## src/rtl/ps2_rx_fifo.sv

```systemverilog
// PS/2 keyboard receiver front end: synchronizes the raw PS/2 lines, deframes
// 11-bit frames (start, 8 data LSB first, odd parity, stop), and queues good
// bytes in a small FIFO popped through a ready / nextdata_n handshake.
module ps2_rx_fifo #(
    parameter int FIFO_DEPTH     = 8,
    parameter int SYNC_STAGES    = 3,
    parameter int TIMEOUT_CYCLES = 50000
) (
    input  logic       clk,
    input  logic       clrn,
    input  logic       ps2_clk,
    input  logic       ps2_data,
    input  logic       nextdata_n,
    output logic [7:0] data,
    output logic       ready,
    output logic       overflow,
    output logic       sampling,
    output logic       frame_err
);

    localparam int PW = (FIFO_DEPTH > 1) ? $clog2(FIFO_DEPTH) : 1;
    localparam int CW = $clog2(FIFO_DEPTH + 1);
    localparam int TW = (TIMEOUT_CYCLES > 1) ? $clog2(TIMEOUT_CYCLES) : 1;
    localparam logic [TW-1:0] T_LAST   = TW'(TIMEOUT_CYCLES - 1);
    localparam logic [CW-1:0] FULL_CNT = CW'(FIFO_DEPTH);

    logic [SYNC_STAGES-1:0] csync_q, csync_d;
    logic [SYNC_STAGES-1:0] dsync_q, dsync_d;
    logic [3:0]             bitcnt_q, bitcnt_d;
    logic [9:0]             shreg_q, shreg_d;
    logic [TW-1:0]          tcnt_q, tcnt_d;
    logic                   frame_err_q, frame_err_d;
    logic [PW-1:0]          wptr_q, wptr_d;
    logic [PW-1:0]          rptr_q, rptr_d;
    logic [CW-1:0]          cnt_q, cnt_d;
    logic                   overflow_q, overflow_d;
    logic [7:0]             mem_q [FIFO_DEPTH];

    logic fall;
    logic bit_in;
    logic frame_ok;
    logic push_req;
    logic full;
    logic not_empty;
    logic pop;
    logic push;

    // Edge detect on the two oldest clock stages; data taken from its oldest stage.
    assign fall   = csync_q[SYNC_STAGES-1] & ~csync_q[SYNC_STAGES-2];
    assign bit_in = dsync_q[SYNC_STAGES-1];

    // Shift the raw lines into the synchronizer chains.
    always_comb begin
        csync_d = {csync_q[SYNC_STAGES-2:0], ps2_clk};
        dsync_d = {dsync_q[SYNC_STAGES-2:0], ps2_data};
    end

    // Start bit low, stop bit (current sample) high, odd parity over data+parity.
    assign frame_ok = ~shreg_q[0] & bit_in & (^shreg_q[9:1]);

    // Deframer: bit capture, stop-bit evaluation and partial-frame timeout.
    always_comb begin
        bitcnt_d    = bitcnt_q;
        shreg_d     = shreg_q;
        tcnt_d      = tcnt_q;
        frame_err_d = 1'b0;
        push_req    = 1'b0;
        if (fall) begin
            tcnt_d = '0;
            if (bitcnt_q == 4'd10) begin
                bitcnt_d    = 4'd0;
                push_req    = frame_ok;
                frame_err_d = ~frame_ok;
            end else begin
                shreg_d[bitcnt_q] = bit_in;
                bitcnt_d          = bitcnt_q + 4'd1;
            end
        end else if (bitcnt_q != 4'd0) begin
            if (tcnt_q == T_LAST) begin
                bitcnt_d = 4'd0;
                tcnt_d   = '0;
            end else begin
                tcnt_d = tcnt_q + TW'(1);
            end
        end else begin
            tcnt_d = '0;
        end
    end

    assign full      = (cnt_q == FULL_CNT);
    assign not_empty = (cnt_q != '0);
    assign pop       = ~nextdata_n & not_empty;
    // A pop in the same cycle frees a slot, so a push into a full FIFO still lands.
    assign push      = push_req & (~full | pop);

    // FIFO pointers, occupancy and the sticky overflow flag (set wins over clear).
    always_comb begin
        wptr_d     = push ? wptr_q + PW'(1) : wptr_q;
        rptr_d     = pop  ? rptr_q + PW'(1) : rptr_q;
        cnt_d      = cnt_q;
        overflow_d = overflow_q;
        case ({push, pop})
            2'b10:   cnt_d = cnt_q + CW'(1);
            2'b01:   cnt_d = cnt_q - CW'(1);
            default: cnt_d = cnt_q;
        endcase
        if (push_req && full && !pop) begin
            overflow_d = 1'b1;
        end else if (pop) begin
            overflow_d = 1'b0;
        end
    end

    // Control and deframing state; synchronizers idle high.
    always_ff @(posedge clk or negedge clrn) begin
        if (!clrn) begin
            csync_q     <= '1;
            dsync_q     <= '1;
            bitcnt_q    <= 4'd0;
            shreg_q     <= '0;
            tcnt_q      <= '0;
            frame_err_q <= 1'b0;
            wptr_q      <= '0;
            rptr_q      <= '0;
            cnt_q       <= '0;
            overflow_q  <= 1'b0;
        end else begin
            csync_q     <= csync_d;
            dsync_q     <= dsync_d;
            bitcnt_q    <= bitcnt_d;
            shreg_q     <= shreg_d;
            tcnt_q      <= tcnt_d;
            frame_err_q <= frame_err_d;
            wptr_q      <= wptr_d;
            rptr_q      <= rptr_d;
            cnt_q       <= cnt_d;
            overflow_q  <= overflow_d;
        end
    end

    // FIFO storage; contents are only meaningful below the occupancy count.
    always_ff @(posedge clk) begin
        if (push) begin
            mem_q[wptr_q] <= shreg_q[8:1];
        end
    end

    assign data      = not_empty ? mem_q[rptr_q] : 8'h00;
    assign ready     = not_empty;
    assign overflow  = overflow_q;
    assign sampling  = fall;
    assign frame_err = frame_err_q;

endmodule

```

## config.mk

```make
export PLATFORM = sky130hd
export DESIGN_NAME = ps2_rx_fifo
export DESIGN_NICKNAME = d
export VERILOG_FILES = /design/src/rtl/ps2_rx_fifo.sv
export SDC_FILE = /design/constraint.sdc
export NUM_CORES = 1
export LEC_CHECK = 0
export CORE_AREA = 2 2 95 97
export DETAILED_ROUTE_END_ITERATION = 12
export DIE_AREA = 0 0 97 99
export GPL_ROUTABILITY_DRIVEN = 0
export PLACE_DENSITY = 0.81
export SYNTH_ARGS = -nofsm -noshare
export SYNTH_HDL_FRONTEND = slang
export SYNTH_SLANG_ARGS = --single-unit
```

## constraint.sdc

```tcl
create_clock -name clk -period 4.7 [get_ports clk]
set_input_delay 0.94 -clock clk [delete_from_list [all_inputs] [get_ports clk]]
set_output_delay 0.94 -clock clk [all_outputs]
set_load 0.02 [all_outputs]
```

==> results.toml, run 1 <==
[layout]
nNetsFinal = 363
area_delta_synth_final_pct = 10.91
multi_input_area_um2 = 1597
num_antenna_cells = 0
register_area_um2 = 3131
fillers = 615
drive_above_1_share_pct = 17.37
final_common_cell = "edfxtp_1"
final_cell_count_no_fill = 465
fin_util_pct = 62.20
final_cell_mix = "edfxtp_1, dfrtp_1, nor2_1"

[timing]
finalCritPeriodShare_pct = 74.15
rsz0062_at_grt = "false"
tightest_slew_ns = 1.050
tns_ns = 0
slew_headroom_pct = 29.99
setup_viol = 0
clock.fmax_mhz = 286.9
fin_skew_ns = 0.01667
finalWorstPathRequiredPeriod_ns = 3.485
drv_slew = 0
finalHoldViolCount = 0
hold_slack_ns = 0.3622

[worst_setup_path]
end_kind = "flip-flop"
worst-path-buf-inv = 1
ff2ff_setup_slack_ns = 1.21
criticalPathCategory = "flip-flop to flip-flop"
crit_chain = "xor2_1 > xnor3_2 > mux2i_2 > nand2b_1 > inv_1 > ha_1 > a21o_1 > a21o_1 > or3_1 > and3_1 > a311o_1"
required_ns = 4.95
cpPeakStageDelay_ns = 0.53
startpoint = "shreg_q[6]"
crit_path_start_kind = "flip-flop"
regToRegEndpoint = "cnt_q[3]"
reg2regPathDepth = 11
arrival_ns = 3.74
cp.depth = 11
r2r-start = "shreg_q[6]"
cp_common_cell = "a21o_1"
slowest_stage = "dfrtp_1"
cp_top_family = "simple AND/OR/NAND/NOR gates"
endpoint = "cnt_q[3]"
worstPathMaxFanout = 10

[place]
dp_cells = 449
hpwl_um = 5278
port_buffers = 16

[route]
vias = 2629
avgRoutedWirePerCell_um = 17.23
drt_iter0_drc = 148
viasPerCell = 5.654
drt_wl_total_um = 8011
drc = 0
dr.pass1.iters = 4
antenna_left = 0

[die]
die_area_um2 = 9603
rows = 34
io_pins = 17
start_util_pct = 56.09
die_x_um = 97
core_um2 = 8551
chipHeight_um = 99

[cts]
cts_buffers = 9
postCtsHoldBufs = 0
cts_root_buffer = "clkbuf_8"
cts_tree = "built"
path_clk_slew_ns = 0.12
post_cts_resized = 0
cts.path.max_buffers = 2
clkSinkCount = 112
htreeDepth = 3
cts_setup_buffers = 0
clk_latency_ns = 0.37

[logic_synthesis]
synth.area.top_cells = "edfxtp_1, dfrtp_1, mux4_2, dfstp_2, mux2_2"
synth_compound_area_share_pct = 2.948
synth_area_leader_cell = "edfxtp_1"
synthAdderAreaFrac_pct = 1.722
synth_flop_cell = "edfxtp_1"
synth.distinct_cells = 43
synth_top_family_by_area = "multiplexers"
synth_fp_nets = 342
synthMuxAreaShare_pct = 12.50
syn_avg_cell_area_um2 = 14.49
yosys.area.top_type_share_pct = 40.07
yosys_warnings = 0
synth-edff-count = 64
async_reset_ff_share_pct = 42.86
ys_seq_elements = 112
syn-instance-count = 331
synth-simple-area-share_pct = 10.54
synth_xor_area_share_pct = 5.348
ys_seq_area_share_pct = 65.28
netlist_area_um2 = 4796

[power_and_ir_drop]
ir_drop_uv = 295.5
p_total_mw = 2.904
power_frac_comb_pct = 30.9
power_density_nw_per_um2 = 545.9
power.leakage_nw = 2.033
p_clk_share_pct = 21.4
power_frac_seq_pct = 47.6
internal_power_mw = 1.946
swShare_pct = 32.97
p_switching_mw = 0.9572

[global_route]
grt_overflow_total = 0
grtUsageTotal_pct = 18.20
grt_antenna_before_repair = 0
grt_pass1_vias = 2690
grt_max_degree = 49
grt_pass1_wl_um = 13650

[min_path]
hold_class = "flip-flop to flip-flop"

[job]
maxCapViolations = 0

[outcome]
status = "completed"
==> power groups by stage <==
stage                     Clock [mW]  Sequential (mW)  Combinational [mW]
after CTS                      0.631             1.38               0.909
after detailed placement           0             1.40               0.903
final                          0.622             1.38               0.898
after floorplan                    0             1.29               0.716
after global routing           0.672             1.41               0.979
after global placement             0             1.39               0.874
==> kinds of logic after synthesis <==
group	after synthesis
fa+ha+maj	6
mux	38
simple gates	106
compound gates	23
xor+xnor	26
flops	112
buf+inv	20
==> through the flow <==
| step | cell area (um2) | setup WS, ns |
|---|---|---|
| detailed placement | 5092 | 1.197 |
| CTS | 5319 | 1.230 |
| finish | 5319 | 1.215 |
| floorplan | 4796 | 1.632 |
| global route | 5319 | 1.043 |
| global placement | 5092 | 1.313 |
==> sequential cells by signal, indices dropped and copies added (netlist names) <==
signal     cells
tcnt_q        16
wptr_q         3
frame_err      1
mem_q         64
shreg_q       10
overflow       1
csync_q        3
rptr_q         3
dsync_q        3
bitcnt_q       4
cnt_q          4
==> final cells by class <==
class	instances	share of cell area (%)
Clock buffer	9	2.329
Clock inverter	7	1.929
Inverter	8	0.5646
Multi-Input combinational cell	199	30.02
Sequential cell	112	58.86
Tap cell	108	2.541
Timing Repair Buffer	22	3.764
==> worst min-delay path by stage <==
stage               depth (start not counted)  slack [ns]        from    endpoint
finish                                      0        0.36  dsync_q[0]  dsync_q[1]
global route                                0        0.37  dsync_q[0]  dsync_q[1]
CTS                                         0        0.36  dsync_q[0]  dsync_q[1]
detailed placement                          0        0.35  csync_q[0]  csync_q[1]
global placement                            0        0.35  csync_q[0]  csync_q[1]
floorplan                                   0        0.35  csync_q[0]  csync_q[1]
==> per-layer routing <==
layer  up-vias  global-route usage, %  part of all wire (%)
met4         0                  6.176                   1.4
met1      1314                  24.78                    44
met2        53                  30.56                    51
met5         -                      0                     0
met3        11                  2.695                   3.4
li1       1251                      -                     -
==> synth_stat cells, drive strengths merged (3+ instances only) <==
cell type	n
edfxtp	64
dfrtp	42
nor2	35
nand2	26
mux4	16
xnor2	14
mux2	12
nor3	11
mux2i	10
nand3	10
xor2	10
inv	8
o21ai	8
buf	6
clkbuf	6
dfstp	6
a21oi	5
ha	5
nand2b	4
nor2b	4
a21o	3
and3	3
and4	3
==> worst register-to-register path, delay by kind of cell, from the launching register on <==
| kind | cells | cell delay, ns |
|---|---|---|
| compound gates | 3 | 0.63 |
| xor+xnor | 2 | 0.68 |
| fa+ha+maj | 1 | 0.28 |
| buf+inv | 1 | 0.08 |
| flops | 1 | 0.53 |
| mux | 1 | 0.45 |
| simple gates | 3 | 0.72 |
(Power assumes the default switching activity.)
==> run 2: changes to the inputs <==
- clock period: 4.7 -> 3.6 ns (I/O delays scaled with it)
==> results.toml, run 2 (synthesized netlist as in run 1, its figures left out) <==
[timing]
finalWorstPathRequiredPeriod_ns = 3.346
tns_ns = 0
clock.fmax_mhz = 298.9
fin_skew_ns = 0.01473
hold_slack_ns = 0.3637
tightest_slew_ns = 1.045
setup_viol = 0
drv_slew = 0
finalCritPeriodShare_pct = 92.93
rsz0062_at_grt = "false"
fin_ws_ns = 0.2545
finalHoldViolCount = 0
slew_headroom_pct = 30.35

[worst_setup_path]
slowest_stage = "xnor3_1"
required_ns = 3.86
cpPeakStageDelay_ns = 0.50
arrival_ns = 3.60
reg2regPathDepth = 11
worst-path-buf-inv = 1
cp_top_family = "simple AND/OR/NAND/NOR gates"
end_kind = "flip-flop"
cp.depth = 11
cp_common_cell = "a21o_1"
crit_chain = "xnor3_1 > nand4b_1 > mux2i_4 > nand2b_1 > inv_1 > ha_1 > a21o_1 > a21o_1 > or3_1 > and3_1 > a311o_1"
criticalPathCategory = "flip-flop to flip-flop"
crit_path_start_kind = "flip-flop"
worstPathMaxFanout = 10
ff2ff_setup_slack_ns = 0.25

[global_route]
grt_max_degree = 49
grt_pass1_vias = 2630
grtUsageTotal_pct = 18.18
grt_antenna_before_repair = 0
grt_overflow_total = 0
grt_pass1_wl_um = 13440

[layout]
area_delta_synth_final_pct = 11.27
drive_above_1_share_pct = 18.23
fin_util_pct = 62.41
regMostFlops = "mem_q"
final_common_cell = "edfxtp_1"
final_cell_mix = "edfxtp_1, dfrtp_1, nor2_1"
nNetsFinal = 368
num_antenna_cells = 0
top_regs = "mem_q: 64 flops, tcnt_q: 16 flops, shreg_q: 10 flops"
largest_reg_flops = 64

[cts]
htreeDepth = 3
postCtsHoldBufs = 0
clk_latency_ns = 0.37
cts_tree = "built"
cts_root_buffer = "clkbuf_8"
cts_buffers = 9
cts_setup_buffers = 0
clkSinkCount = 112
path_clk_slew_ns = 0.10
cts.path.max_buffers = 2

[power_and_ir_drop]
p_switching_mw = 1.197
p_total_mw = 3.725
power_frac_comb_pct = 31.8
power_density_nw_per_um2 = 698.1
p_clk_share_pct = 20.0
internal_power_mw = 2.528
power_frac_seq_pct = 48.3
swShare_pct = 32.14
power.leakage_nw = 2.038
ir_drop_uv = 356.3

[job]
maxCapViolations = 0

[route]
drc = 0
drt_wl_total_um = 8096
antenna_left = 0
drt_iter0_drc = 133
avgRoutedWirePerCell_um = 17.23
viasPerCell = 5.604
vias = 2634
dr.pass1.iters = 5

[die]
chipHeight_um = 99
die_x_um = 97
core_um2 = 8551
die_area_um2 = 9603
io_pins = 17
start_util_pct = 56.09
rows = 34

[place]
port_buffers = 16
place_ws_ns = 0.2097
hpwl_um = 5247

[min_path]
hold_class = "flip-flop to flip-flop"
min_path_cells = 0

[outcome]
status = "completed"
## run 2: worst paths after layout
| path | endpoint | from |
|---|---|---|
| worst max-delay path | cnt_q[3] | shreg_q[2] |
| worst min-delay path | dsync_q[1] | dsync_q[0] |
| worst max register to register | cnt_q[3] | shreg_q[2] |
| worst min register to register | dsync_q[1] | dsync_q[0] |
| max in group asynchronous | wptr_q[0] | clrn |
| min in group asynchronous | tcnt_q[9] | clrn |
## run 2: layer usage
metal | vias up | wire length, um | GRT usage, %
li1 | 1259 | - | -
met1 | 1307 | 3562 | 24.05
met2 | 59 | 4080 | 31.14
met3 | 9 | 356 | 2.766
met4 | 0 | 96 | 6.392
met5 | - | 0 | 0
## run 2: power groups by stage
stage               clock network [mW]  logic (mW)  registers, mW
floorplan                            0       0.935           1.69
finish                           0.744        1.18           1.80
global placement                     0        1.14           1.81
CTS                              0.760        1.18           1.80
detailed placement                   0        1.17           1.83
global route                     0.812        1.29           1.83
## run 2: area by class of cell
class	instances	area (um2)
clock inverter	7	78.83
tap	108	135.1
sequential	112	3131
multi-input combinational	199	1600
clock buffer	9	123.9
inverter	8	30.03
timing repair buffer	27	237.7
fill	636	3214
## run 2: through the flow
stage,std cells,cell area [um2]
after CTS,470,5328
final,470,5336
after global placement,454,5125
after detailed placement,454,5125
after floorplan,331,4796
after global routing,470,5336
## run 2: what timing repair did
item                       in CTS  in global routing
setup endpoints to repair       0                  1
hold endpoints to repair        0                  0
gates resized for setup         0                  1
